--- config.mk ---
export PLATFORM = sky130hd
export DESIGN_NAME = stream_to_host
export DESIGN_NICKNAME = d
export VERILOG_FILES = /design/src/rtl/stream_to_host_pkg.sv /design/src/rtl/stream_skid2.sv /design/src/rtl/stream_to_host.sv
export SDC_FILE = /design/constraint.sdc
export NUM_CORES = 1
export LEC_CHECK = 0
export ABC_AREA = 0
export CAP_MARGIN = 40
export CORE_UTILIZATION = 51
export CTS_CLUSTER_SIZE = 24
export DETAILED_ROUTE_END_ITERATION = 12
export HOLD_SLACK_MARGIN = 0.08
export PLACE_DENSITY = 0.78
export SLEW_MARGIN = 40
export SYNTH_ARGS = -nofsm -noshare
export SYNTH_HDL_FRONTEND = slang
export SYNTH_SLANG_ARGS = --single-unit
--- constraint.sdc ---
create_clock -name clk -period 5.8 [get_ports clk]
set_input_delay 1.16 -clock clk [delete_from_list [all_inputs] [get_ports clk]]
set_output_delay 1.16 -clock clk [all_outputs]
set_load 0.1 [all_outputs]
--- src/rtl/stream_to_host_pkg.sv ---
// Shared definitions for the stream-to-host bridge: FSM states and default width.
package stream_to_host_pkg;

  localparam int STREAM_DATA_WIDTH = 32;

  typedef enum logic [1:0] {
    IDLE   = 2'd0,
    STREAM = 2'd1,
    DONE   = 2'd2
  } stream_state_t;

endpackage

--- src/rtl/stream_skid2.sv ---
// Two-entry in-order buffer between the upstream FIFO and the host read port.
// Entry e0 is always the head. The caller never pushes when full and never pops when empty.
module stream_skid2
  import stream_to_host_pkg::*;
#(
  parameter int DATA_WIDTH = STREAM_DATA_WIDTH
) (
  input  logic                  clk,
  input  logic                  reset_n,
  input  logic                  push,
  input  logic                  pop,
  input  logic [DATA_WIDTH-1:0] din,
  output logic [DATA_WIDTH-1:0] head,
  output logic [1:0]            occupancy
);

  logic [DATA_WIDTH-1:0] e0, e1;
  logic [1:0]            occ;

  assign head      = e0;
  assign occupancy = occ;

  // Push/pop update. On a simultaneous push and pop the count is unchanged
  // and the new word lands behind anything still held.
  always_ff @(posedge clk) begin
    if (!reset_n) begin
      occ <= 2'd0;
    end else begin
      case ({push, pop})
        2'b10: begin
          if (occ == 2'd0) e0 <= din;
          else             e1 <= din;
          occ <= occ + 2'd1;
        end
        2'b01: begin
          e0  <= e1;
          occ <= occ - 2'd1;
        end
        2'b11: begin
          if (occ == 2'd1) begin
            e0 <= din;
          end else begin
            e0 <= e1;
            e1 <= din;
          end
        end
        default: ;
      endcase
    end
  end

endmodule

--- src/rtl/stream_to_host.sv ---
// Bridges a first-word-fall-through FIFO to a host read port. It keeps a
// two-word buffer, counts the words sent in each host file and, when
// WORDS_PER_FILE is non-zero, signals eof once the file quota is reached.
module stream_to_host
  import stream_to_host_pkg::*;
#(
  parameter int DATA_WIDTH     = STREAM_DATA_WIDTH,
  parameter int WORDS_PER_FILE = 0
) (
  input  logic                  clk,
  input  logic                  reset_n,
  input  logic [DATA_WIDTH-1:0] in_V_dout,
  input  logic                  in_V_empty_n,
  output logic                  in_V_read,
  input  logic                  user_r_rden,
  output logic                  user_r_empty,
  output logic [DATA_WIDTH-1:0] user_r_data,
  output logic                  user_r_eof,
  input  logic                  user_r_open,
  output logic [31:0]           words_sent
);

  stream_state_t         state;
  logic [1:0]            occ;
  logic [DATA_WIDTH-1:0] head;
  logic [32:0]           committed;
  logic                  quota_ok;
  logic                  accept;
  logic                  last_word;

  // Words already sent plus words already buffered must stay below the
  // quota, so the buffer never holds words that belong to the next file.
  assign committed = {1'b0, words_sent} + {31'd0, occ};
  assign quota_ok  = (WORDS_PER_FILE == 0) || (committed < 33'(WORDS_PER_FILE));
  assign in_V_read = in_V_empty_n && (state == STREAM) && (occ != 2'd2) && quota_ok;

  assign user_r_empty = (occ == 2'd0) || (state != STREAM);
  assign user_r_eof   = (state == DONE);
  assign accept       = user_r_rden && !user_r_empty;
  assign last_word    = (WORDS_PER_FILE != 0) &&
                        (words_sent == 32'(WORDS_PER_FILE - 1));

  stream_skid2 #(.DATA_WIDTH(DATA_WIDTH)) u_skid (
    .clk       (clk),
    .reset_n   (reset_n),
    .push      (in_V_read),
    .pop       (accept),
    .din       (in_V_dout),
    .head      (head),
    .occupancy (occ)
  );

  // File-level FSM; closing the file wins over reaching the quota.
  always_ff @(posedge clk) begin
    if (!reset_n) begin
      state <= IDLE;
    end else begin
      case (state)
        IDLE:    if (user_r_open) state <= STREAM;
        STREAM: begin
          if (!user_r_open)            state <= IDLE;
          else if (accept && last_word) state <= DONE;
        end
        DONE:    if (!user_r_open) state <= IDLE;
        default: state <= IDLE;
      endcase
    end
  end

  // Host data register and per-file word counter (wraps at 2^32).
  always_ff @(posedge clk) begin
    if (!reset_n) begin
      user_r_data <= '0;
      words_sent  <= 32'd0;
    end else begin
      if (accept) user_r_data <= head;
      if (state == IDLE) words_sent <= 32'd0;
      else if (accept)   words_sent <= words_sent + 32'd1;
    end
  end

endmodule

==> results.py <==
metrics = {
    "sta": {
        "fin_setup_tns_ns": 0,
        "max_slew_margin": 0.547,
        "timing.fmax_mhz": 273,
        "finalCriticalPeriod_ns": 3.67,
        "worstMarginPinSlew_ns": 0.677,
        "fin_skew_ns": 0.00638,
        "final-max-slew-violation-count": 0,
        "hold_viol_final": 0,
        "rsz0062_at_grt": "false",
        "setup_viol": 0,
        "period_share": 0.632,
    },
    "synthesis": {
        "yosysWarnings": 0,
        "avgSynthCellArea_um2": 11.4,
        "synthArstFlopShare": 0,
        "synth_edf_count": 64,
        "synth_area_um2": 5220,
        "syn_nets": 501,
        "synthCells": 456,
        "ys_types": 42,
        "synth_ff_type": "dfxtp_1",
        "ys_seq_area_frac": 0.625,
        "synth-seq-cells": 131,
    },
    "clock_tree": {
        "clock-root-buffer": "clkbuf_8",
        "path_clk_slew_ns": 0.06,
        "ctsHoldBuffers": 0,
        "clock_latency_ns": 0.52,
        "cts_made_buffers": 17,
        "cts_sinks": 131,
        "cts-resized-gates": 0,
        "cts_tree": "yes",
        "cts_setup_buffers": 0,
        "clock_path_buffers": 2,
        "cts.htree.levels": 4,
    },
    "cells_and_area": {
        "fin_util": 0.669,
        "antenna_cells": 0,
        "finalNetCount": 602,
        "drive_gt1_frac": 0.195,
        "synthToLayoutAreaGrowth_pct": 26.4,
        "final_cell_mix": "nand2_1 (81), dfxtp_1 (67), buf_2 (66), edfxtp_1 (64), clkdlybuf4s50_1 (36)",
        "final_area_um2": 6600,
        "layout_commonest_cell": "nand2_1",
    },
    "placed_design": {
        "placed_area_um2": 6020,
        "gp_congestion": 0.769,
        "place_hpwl_um": 6960,
        "io_buffers": 102,
    },
    "routing": {
        "drt_iter0_drc": 142,
        "dr_total_vias": 3878,
        "drt_wl_total_um": 10800,
        "post_drt_wl_per_cell_um": 15.4,
        "firstDrtPassIters": 4,
        "drc": 0,
        "postRouteAntennaNets": 0,
        "viasPerCell": 5.52,
    },
    "global_route": {
        "grt_max_degree": 41,
        "gr-total-overflow": 0,
        "grt_pass1_vias": 3578,
        "antenna_found_initial": 0,
        "grt_use_total": 0.217,
        "grt_pass1_wl_um": 16900,
    },
    "job": {
        "maxCapViolCount": 0,
    },
    "floorplanning": {
        "die_w_um": 103,
        "die_h_um": 103,
        "pin_count": 104,
        "initial_core_util": 0.529,
        "fp-row-count": 36,
        "core_area_um2": 9860,
        "dieArea_um2": 10600,
    },
    "setup_path": {
        "endpoint_kind": "primary output",
        "path_cells": "clkdlybuf4s50_1 -> nand2_1 -> or2_2 -> inv_1 -> buf_2",
        "worstPathMaxFanout": 3,
        "critPathKind": "in -> out",
        "max_stage_delay_ns": 0.46,
        "critical_path.startpoint_type": "primary input",
        "cp_slowest_cell": "clkdlybuf4s50_1",
        "crit_required_ns": 4.64,
        "arrival_ns": 2.51,
    },
    "power_and_ir_drop": {
        "ir_drop_v": 0.000179,
        "power_leakage_nw": 2.37,
        "power.density_nw_per_um2": 326,
    },
    "hold_path": {
        "hp-class": "reg -> reg",
    },
    "run_status": {
        "status": "completed",
    },
}
==> registers in the layout, indices dropped and copies added, names as in the netlist <==
signal,count
state,1
u_skid.e1,32
u_skid.head,32
u_skid.occupancy,2
user_r_data,32
words_sent,32
==> synthesized netlist by cell type, types with 5 or more instances <==
cell type | instances | area share
ha_1 | 8 | 0.019
xor2_1 | 5 | 0.0084
nand2_1 | 83 | 0.060
edfxtp_1 | 64 | 0.37
nor2_1 | 11 | 0.0079
a21oi_1 | 23 | 0.022
xnor2_1 | 7 | 0.012
clkbuf_1 | 20 | 0.014
o31ai_1 | 15 | 0.022
nand4_1 | 9 | 0.011
a21boi_0 | 32 | 0.046
or4_1 | 15 | 0.022
inv_1 | 8 | 0.0058
a22o_1 | 32 | 0.054
o21ai_0 | 6 | 0.0058
dfxtp_1 | 67 | 0.26
nand3_1 | 12 | 0.012
==> logic make-up (layout without fill, tap and decap cells) <==
| group | count (synthesis) | count (layout) | share of synthesized area |
|---|---|---|---|
| XOR/XNOR | 12 | 12 | 0.0201 |
| other | 1 | 1 | 0.000719 |
| adder cells (fa/ha/maj) | 8 | 8 | 0.0192 |
| AO/OA/AOI/OAI | 110 | 110 | 0.153 |
| AND/OR/NAND/NOR | 160 | 160 | 0.154 |
| flip-flops | 131 | 131 | 0.625 |
| buffers and inverters | 34 | 148 | 0.0276 |
==> path summary, 6_finish.rpt <==
| path | start | slack (ns) | to | depth (start not counted) |
|---|---|---|---|---|
| max | in_V_empty_n | 2.13 | in_V_read | 5 |
| min | user_r_data[12] | 0.46 | user_r_data[12] | 2 |
| min reg2reg | user_r_data[12] | 0.46 | user_r_data[12] | 2 |
| max reg2reg | u_skid.occupancy[0] | 3.22 | words_sent[21] | 8 |
==> power by group <==
part	total (W)	internal (W)	switching (W)
clock network	0.00103	0.000664	0.000370
registers	0.000995	0.000989	0.00000616
logic	0.000120	0.0000479	0.0000722
total	0.00215	0.00170	0.000449
==> final cells by class <==
class / instances / area (um^2)
clock buffers: 22 / 443
clock inverters: 10 / 135
fillers: 731 / 3270
inverters: 8 / 30.0
multi-input cells: 291 / 1820
flip-flops and latches: 131 / 3260
well taps: 133 / 166
repair buffers: 108 / 736
==> through the flow <==
step / std cells / hold WS [ns] / setup slack, ns / power [W]
2_1_floorplan: 456 / 0.496 / 0.712 / 0.00109
3_3_place_gp: 671 / 0.453 / 1.44 / 0.00114
3_5_place_dp: 671 / 0.455 / 2.13 / 0.00114
4_1_cts: 703 / 0.463 / 2.13 / 0.00216
5_1_grt: 703 / 0.485 / 2.06 / 0.00222
6_report: 703 / 0.459 / 2.13 / 0.00215
==> worst max-delay path: cells and delay by family <==
| family | cells | cell delay, ns |
|---|---|---|
| buf+inv | 3 | 0.99 |
| simple gates | 2 | 0.35 |
==> metal layers <==
layer	up-vias	wire length [um]	part of all wire	global-route usage
met5	-	0	0	0
met3	20	799	0.074	0.0563
met4	0	197	0.018	0.111
li1	1887	-	-	-
met2	145	5260	0.49	0.354
met1	1826	4550	0.42	0.266
No activity file was read; power rests on OpenSTA's default activity.
